==> src/rtl/mem_stage.sv <==
// MEM pipeline stage: 256x8 data memory with WAIT_CYCLES wait states per access.
// Optional stall counter built only when MEM_PERF_EN is defined.
module mem_stage #(
  parameter int unsigned WAIT_CYCLES = 2
) (
  input  logic        clk,
  input  logic        rst,
  input  logic        WB_EN_in,
  input  logic        MEM_R_EN_in,
  input  logic        MEM_W_EN_in,
  input  logic [7:0]  ALU_Res_in,
  input  logic [7:0]  Val_Rm_in,
  input  logic [1:0]  Dest_in,
  output logic        WB_EN,
  output logic        MEM_R_EN,
  output logic [7:0]  Val_LDR,
  output logic [7:0]  ALU_Res,
  output logic [1:0]  Dest,
  output logic        freeze,
  output logic [15:0] stall_cnt
);

  typedef enum logic {IDLE, BUSY} state_t;

  typedef struct packed {
    logic       wb;
    logic       rd;
    logic       wr;
    logic [7:0] addr;
    logic [7:0] data;
    logic [1:0] dest;
  } req_t;

  localparam bit         ZERO_WAIT = (WAIT_CYCLES == 0);
  localparam logic [3:0] CNT_LOAD  = ZERO_WAIT ? 4'd0 : 4'(WAIT_CYCLES - 1);

  logic [7:0] mem [256];

  state_t     state_q, state_d;
  logic [3:0] cnt_q, cnt_d;
  req_t       lat_q, lat_d;
  req_t       in_req, cur;
  logic       access, pass, done, mem_we;

  // A store wins over a load when both enables are high.
  assign access = MEM_R_EN_in | MEM_W_EN_in;
  assign in_req = '{wb:   WB_EN_in,
                    rd:   MEM_R_EN_in & ~MEM_W_EN_in,
                    wr:   MEM_W_EN_in,
                    addr: ALU_Res_in,
                    data: Val_Rm_in,
                    dest: Dest_in};

  always_comb begin
    state_d = state_q;
    cnt_d   = cnt_q;
    lat_d   = lat_q;
    cur     = in_req;
    freeze  = 1'b0;
    pass    = 1'b0;
    done    = 1'b0;
    case (state_q)
      IDLE: begin
        if (!access) begin
          pass = 1'b1;
        end else if (ZERO_WAIT) begin
          done = 1'b1;
        end else begin
          freeze  = 1'b1;
          lat_d   = in_req;
          cnt_d   = CNT_LOAD;
          state_d = BUSY;
        end
      end
      BUSY: begin
        cur = lat_q;
        if (cnt_q != 4'd0) begin
          freeze = 1'b1;
          cnt_d  = cnt_q - 4'd1;
        end else begin
          done    = 1'b1;
          state_d = IDLE;
        end
      end
      default: state_d = IDLE;
    endcase
    // Held reset shows a bubble and suppresses any write, even for a zero-wait access.
    if (!rst) begin
      freeze = 1'b0;
      pass   = 1'b0;
      done   = 1'b0;
    end
  end

  always_comb begin
    WB_EN    = 1'b0;
    MEM_R_EN = 1'b0;
    Val_LDR  = 8'h00;
    ALU_Res  = 8'h00;
    Dest     = 2'd0;
    if (pass || done) begin
      WB_EN    = cur.wb;
      MEM_R_EN = cur.rd;
      ALU_Res  = cur.addr;
      Dest     = cur.dest;
      if (done && cur.rd) Val_LDR = mem[cur.addr];
    end
  end

  assign mem_we = done & cur.wr;

  always_ff @(posedge clk or negedge rst) begin
    if (!rst) begin
      state_q <= IDLE;
      cnt_q   <= 4'd0;
      lat_q   <= '0;
    end else begin
      state_q <= state_d;
      cnt_q   <= cnt_d;
      lat_q   <= lat_d;
    end
  end

  // Memory contents survive reset.
  always_ff @(posedge clk) begin
    if (mem_we) mem[cur.addr] <= cur.data;
  end

`ifdef MEM_PERF_EN
  logic [15:0] stall_q;

  always_ff @(posedge clk or negedge rst) begin
    if (!rst)                            stall_q <= 16'd0;
    else if (freeze && stall_q != 16'hFFFF) stall_q <= stall_q + 16'd1;
  end

  assign stall_cnt = stall_q;
`else
  assign stall_cnt = 16'd0;
`endif

endmodule
==> config.mk <==
export PLATFORM = sky130hd
export DESIGN_NAME = mem_stage
export DESIGN_NICKNAME = d
export VERILOG_FILES = /design/src/rtl/mem_stage.sv
export SDC_FILE = /design/constraint.sdc
export NUM_CORES = 2
export LEC_CHECK = 0
export ABC_AREA = 1
export CAP_MARGIN = 15
export CORE_ASPECT_RATIO = 0.5
export CORE_MARGIN = 2
export CORE_UTILIZATION = 28
export CTS_CLUSTER_SIZE = 10
export DETAILED_ROUTE_END_ITERATION = 8
export PLACE_DENSITY = 0.52
export SETUP_SLACK_MARGIN = 0.3
export SYNTH_ARGS = -nofsm -noshare
export SYNTH_HDL_FRONTEND = slang
export SYNTH_SLANG_ARGS = --single-unit
==> constraint.sdc <==
create_clock -name clk -period 17.4 [get_ports clk]
set_input_delay 1.74 -clock clk [delete_from_list [all_inputs] [get_ports clk]]
set_output_delay 1.74 -clock clk [all_outputs]
set_load 0.01 [all_outputs]
# Word-level counts from Yosys, hierarchy flattened
# Memory sizes are Yosys's and may differ from the RTL's.
# Index checks and enable logic that the tools add are counted.
# classes
add_sub_neg,1
n_eq_ne,2
muxes,22
bitwise_logic,5
reduce_logical,5
# op_table
cell,n
$mux 8,3
$mux 21,1
$mux 1,13
$mux 4,2
$pmux 4 s2,1
$reduce_and 2->1,2
$reduce_bool 4->1,1
$sub 4x1->4 const B,1
$and 1x1->1,2
$mux 2,1
$ne 2x1->1 const B,1
$ne 2x2->1 const B,1
$not 1->1,2
$pmux 1 s2,1
$logic_and 1x1->1,1
$logic_or 1x1->1,1
$or 1x1->1,1
# word_totals
reg_bits,26
ram_bits,2048
input_bits,23
output_inout_bits,37
elab_cells,44
mem_count,1
# mem_list
memory,depth,width,rd,rd_clocked_by_memory_dff,write_ports,line,source
mem,256,8,1,0,1,37,logic [7:0] mem [256];

# Longest topological paths before layout
# logic_depth
depth_word,7
depth_mapped,20
mapped_depth_nobuf,17

# Worst setup path after synthesis
# OpenSTA, ideal clock, no wires.
# synth_path
path_kind,input port to flip-flop
startpoint,in Val_Rm_in[0]
endpoint,"mem mem[0][0], data pin"
setup_time_ns,2.187
arrival_ns,11.681
t_required_ns,15.213
slack_ns,3.531
stages,2
n_path_buf,0
path_cell_list,inv_1 > o21ai_0
# synth_rtl
element,line,source
"start, declared",12,"input logic [7:0] Val_Rm_in,"
"end, declared",37,

# Worst setup path after layout
# layout_path
startpoint,in ALU_Res_in[1]
endpoint,out Val_LDR[2]
# layout_via
elab_chain_len,4
# layout_lines
element,line,source
"start, declared",11,"input logic [7:0] ALU_Res_in,"
$mux 21,62,case (state_q)
$mem_v2 256x8,-,
$mux 8,106,if (done && cur.rd) Val_LDR = mem[cur.addr];
$mux 8,101,if (pass || done) begin
"end, declared",16,"output logic [7:0] Val_LDR,"
# Every way passes these cells.

==> impl_metrics.toml <==
[worst_setup_path]
arrival_ps = 9310
regToRegStartpoint = "state_q"
worst_setup_path_start_kind = "input port"
timing.rr.end = "mem[226][7]"
crit_path_max_fanout = 34
endpoint_kind = "output port"
reg2reg_depth = 10
cp.required_ps = 15660
path_class = "in -> out"
r2r_setup_slack_ps = 10370

[routing]
drt-total-wl_um = 261000
drc_errors = 0
drtAntennaViolNets = 0
wl_per_cell_um = 21.9
drt_iter0_drc = 5612
vias_per_cell = 4.66
firstDrtPassIters = 7
vias = 55608

[die]
die_x_um = 787
placementRows = 143
core_area_mm2 = 0.305
dieArea_mm2 = 0.312
die_y_um = 396
io_pins = 60
initial_core_util = 0.282

[hold_path]
hp-class = "reg -> reg"
hold_depth = 2
hold_path.startpoint = "lat_q[16]"
hold_path_end = "lat_q[16]"

[pwr]
seq_power_share = 0.370
switching_share = 0.413
p_per_area_mw_per_mm2 = 180
ir_drop_mv = 0.141
p_clk_frac = 0.244
comb_power_share = 0.386
p_int_uw = 10200
cellLeakagePower_uw = 0.0352
p_switching_uw = 7200

[placed_design]
hpwl_um = 146000
place_congestion = 0.805
port_buffers = 43

[clocking]
clock_latency_ps = 850
post_cts.repair.setup_buffers = 0
clkTransAtPathRegs_ps = 50
post_cts_resized = 0
cts_buffers = 227
cts_tree = "yes"
cts_num_sinks = 2074
h-tree-depth = 4
clk_path_buf_depth = 3
clk_root_buffer_cell = "clkbuf_16"
cts_hold_buf = 0

[synth]
synth_cells = 7821
syn_area_mm2 = 0.0859
yosysSeqAreaShare = 0.723
yosysUniqueCellTypes = 30
ys_seq_elements = 2074
synth_area_per_cell_um2 = 11.0
yosysWarnings = 0

[sta]
finalCritPeriodShare = 0.635
period_needed_ps = 11050
finalSetupViolations = 0
maxSlewViolCount = 0
rsz0062_at_grt = "no"
timing.slew.headroom = 0.255
whs_ps = 467
finalSetupTns_ps = 0
max_slew.worst_pin.slew_ps = 1110
skew_ps = 30.7
hold_viol = 0
max_clock_freq_ghz = 0.0905

[global_routing]
groute.usage.overall = 0.163
grt_pass1_vias = 53429
antenna_found_initial = 8
grt_overflow = 0
grt_max_degree = 177
grt_pass1_wl_um = 378000

[layout]
syn2layout_area_growth_pct = 12.8
finalNetCount = 7831
drive_above_1_share = 0.0771
antenna_cells = 0

[run_status]
outcome = "complete, no violations"

[flow_run]
drv_cap = 0
==> metal layers <==
metal  part of all wire  global-route usage  wire [um]
met5           0.000050                   0         13
met4              0.027              0.0448       7180
met3              0.067              0.0256      17500
met2               0.47               0.272     123000
met1               0.43               0.220     114000
==> critical path, cell delays in order <==
cell and delay (ps):
clkdlybuf4s50_1 480, inv_1 80, o21ai_4 680, buf_4 680
nor2_4 90, inv_4 320, buf_4 620, buf_4 690
nor2_1 110, nor2_1 130, nand2_1 70, nand2_1 60
nand2_1 100, o21ai_0 700, nand3_1 220, nor2_1 640
nand2_1 240, nor2_1 730, clkdlybuf4s50_1 690
==> logic make-up after synthesis <==
group                    after synthesis  synth area share
AND/OR/NAND/NOR                     4453             0.207
flip-flops                          2074             0.723
buffers and inverters                745            0.0375
AO/OA/AOI/OAI                        545            0.0322
XOR/XNOR                               2          0.000204
adder cells (fa/ha/maj)                1          0.000146
other                                  1         0.0000436
==> cells in the mapped netlist (all sizes together) <==
master	count	area, um2
a21oi	9	45.0
buf	255	1380
clkbuf	156	586
clkinv	2	7.51
conb	1	3.75
dfrtp	26	651
edfxtp	2048	61500
ha	1	12.5
inv	332	1250
nand2	2085	7840
nand3	210	1050
nand3b	27	203
nor2	1867	7020
nor3	1	5.00
o21ai	506	2540
o21bai	2	15.0
o22ai	28	175
or2	263	1650
xnor2	1	8.76
xor2	1	8.76
==> state kept, by name, summed over array words and instances, names as in the netlist <==
signal	cells
cnt_q	4
lat_q	21
mem	2048
state_q	1
==> cells in the final DEF, fill, tap and decap left out, types with 9 or more instances in the layout <==
cell	count
or2_1	13
or2_2	206
o21ai_1	88
or2_0	44
inv_1	324
a21oi_1	9
o22ai_1	28
clkdlybuf4s50_1	43
nand3_1	210
o21ai_4	9
o21ai_0	409
clkbuf_1	42
nand3b_1	27
conb_1	16
dfrtp_1	25
nand2_1	2062
edfxtp_1	2048
nor2_1	1859
buf_12	12
clkbuf_16	233
buf_4	98
nand2_2	18
==> stage by stage <==
step                       util  cells  total power [uW]  cell area, um2  setup slack [ps]
after CTS                 0.318  11924             17500           96900              6230
final                     0.318  11924             17400           96900              6350
after floorplan               -   7836             11000           86000              3530
after detailed placement  0.298  11638             13300           90800              6240
after global placement    0.298  11638             13300           90800              6280
after global routing      0.318  11924             18300           96900              5950
==> how the worst max path moves through the flow <==
stage,from,end,slack [ps],cells after the start
2_1_floorplan,Val_Rm_in[0],mem[0][0],3530,2
3_3_place_gp,ALU_Res_in[1],Val_LDR[2],6280,19
3_5_place_dp,ALU_Res_in[1],Val_LDR[2],6240,19
4_1_cts,ALU_Res_in[1],Val_LDR[2],6230,19
5_1_grt,ALU_Res_in[1],Val_LDR[2],5950,19
6_report,ALU_Res_in[1],Val_LDR[2],6350,19
==> power by group through the flow <==
stage	Combinational (uW)	Clock (uW)	Sequential, uW
2_1_floorplan	3860	0	7190
3_3_place_gp	6730	0	6540
3_5_place_dp	6750	0	6540
4_1_cts	6770	4320	6440
5_1_grt	7310	4510	6450
6_report	6730	4260	6450
==> area by class of cell <==
class,count,area (um2)
clock buffers,275,5990
clock inverters,11,150
fillers,30798,208000
inverters,334,1260
multi-input cells,5017,20900
flip-flops and latches,2074,62200
well taps,4060,5080
repair buffers,153,1410
(Power assumes the default switching activity.)
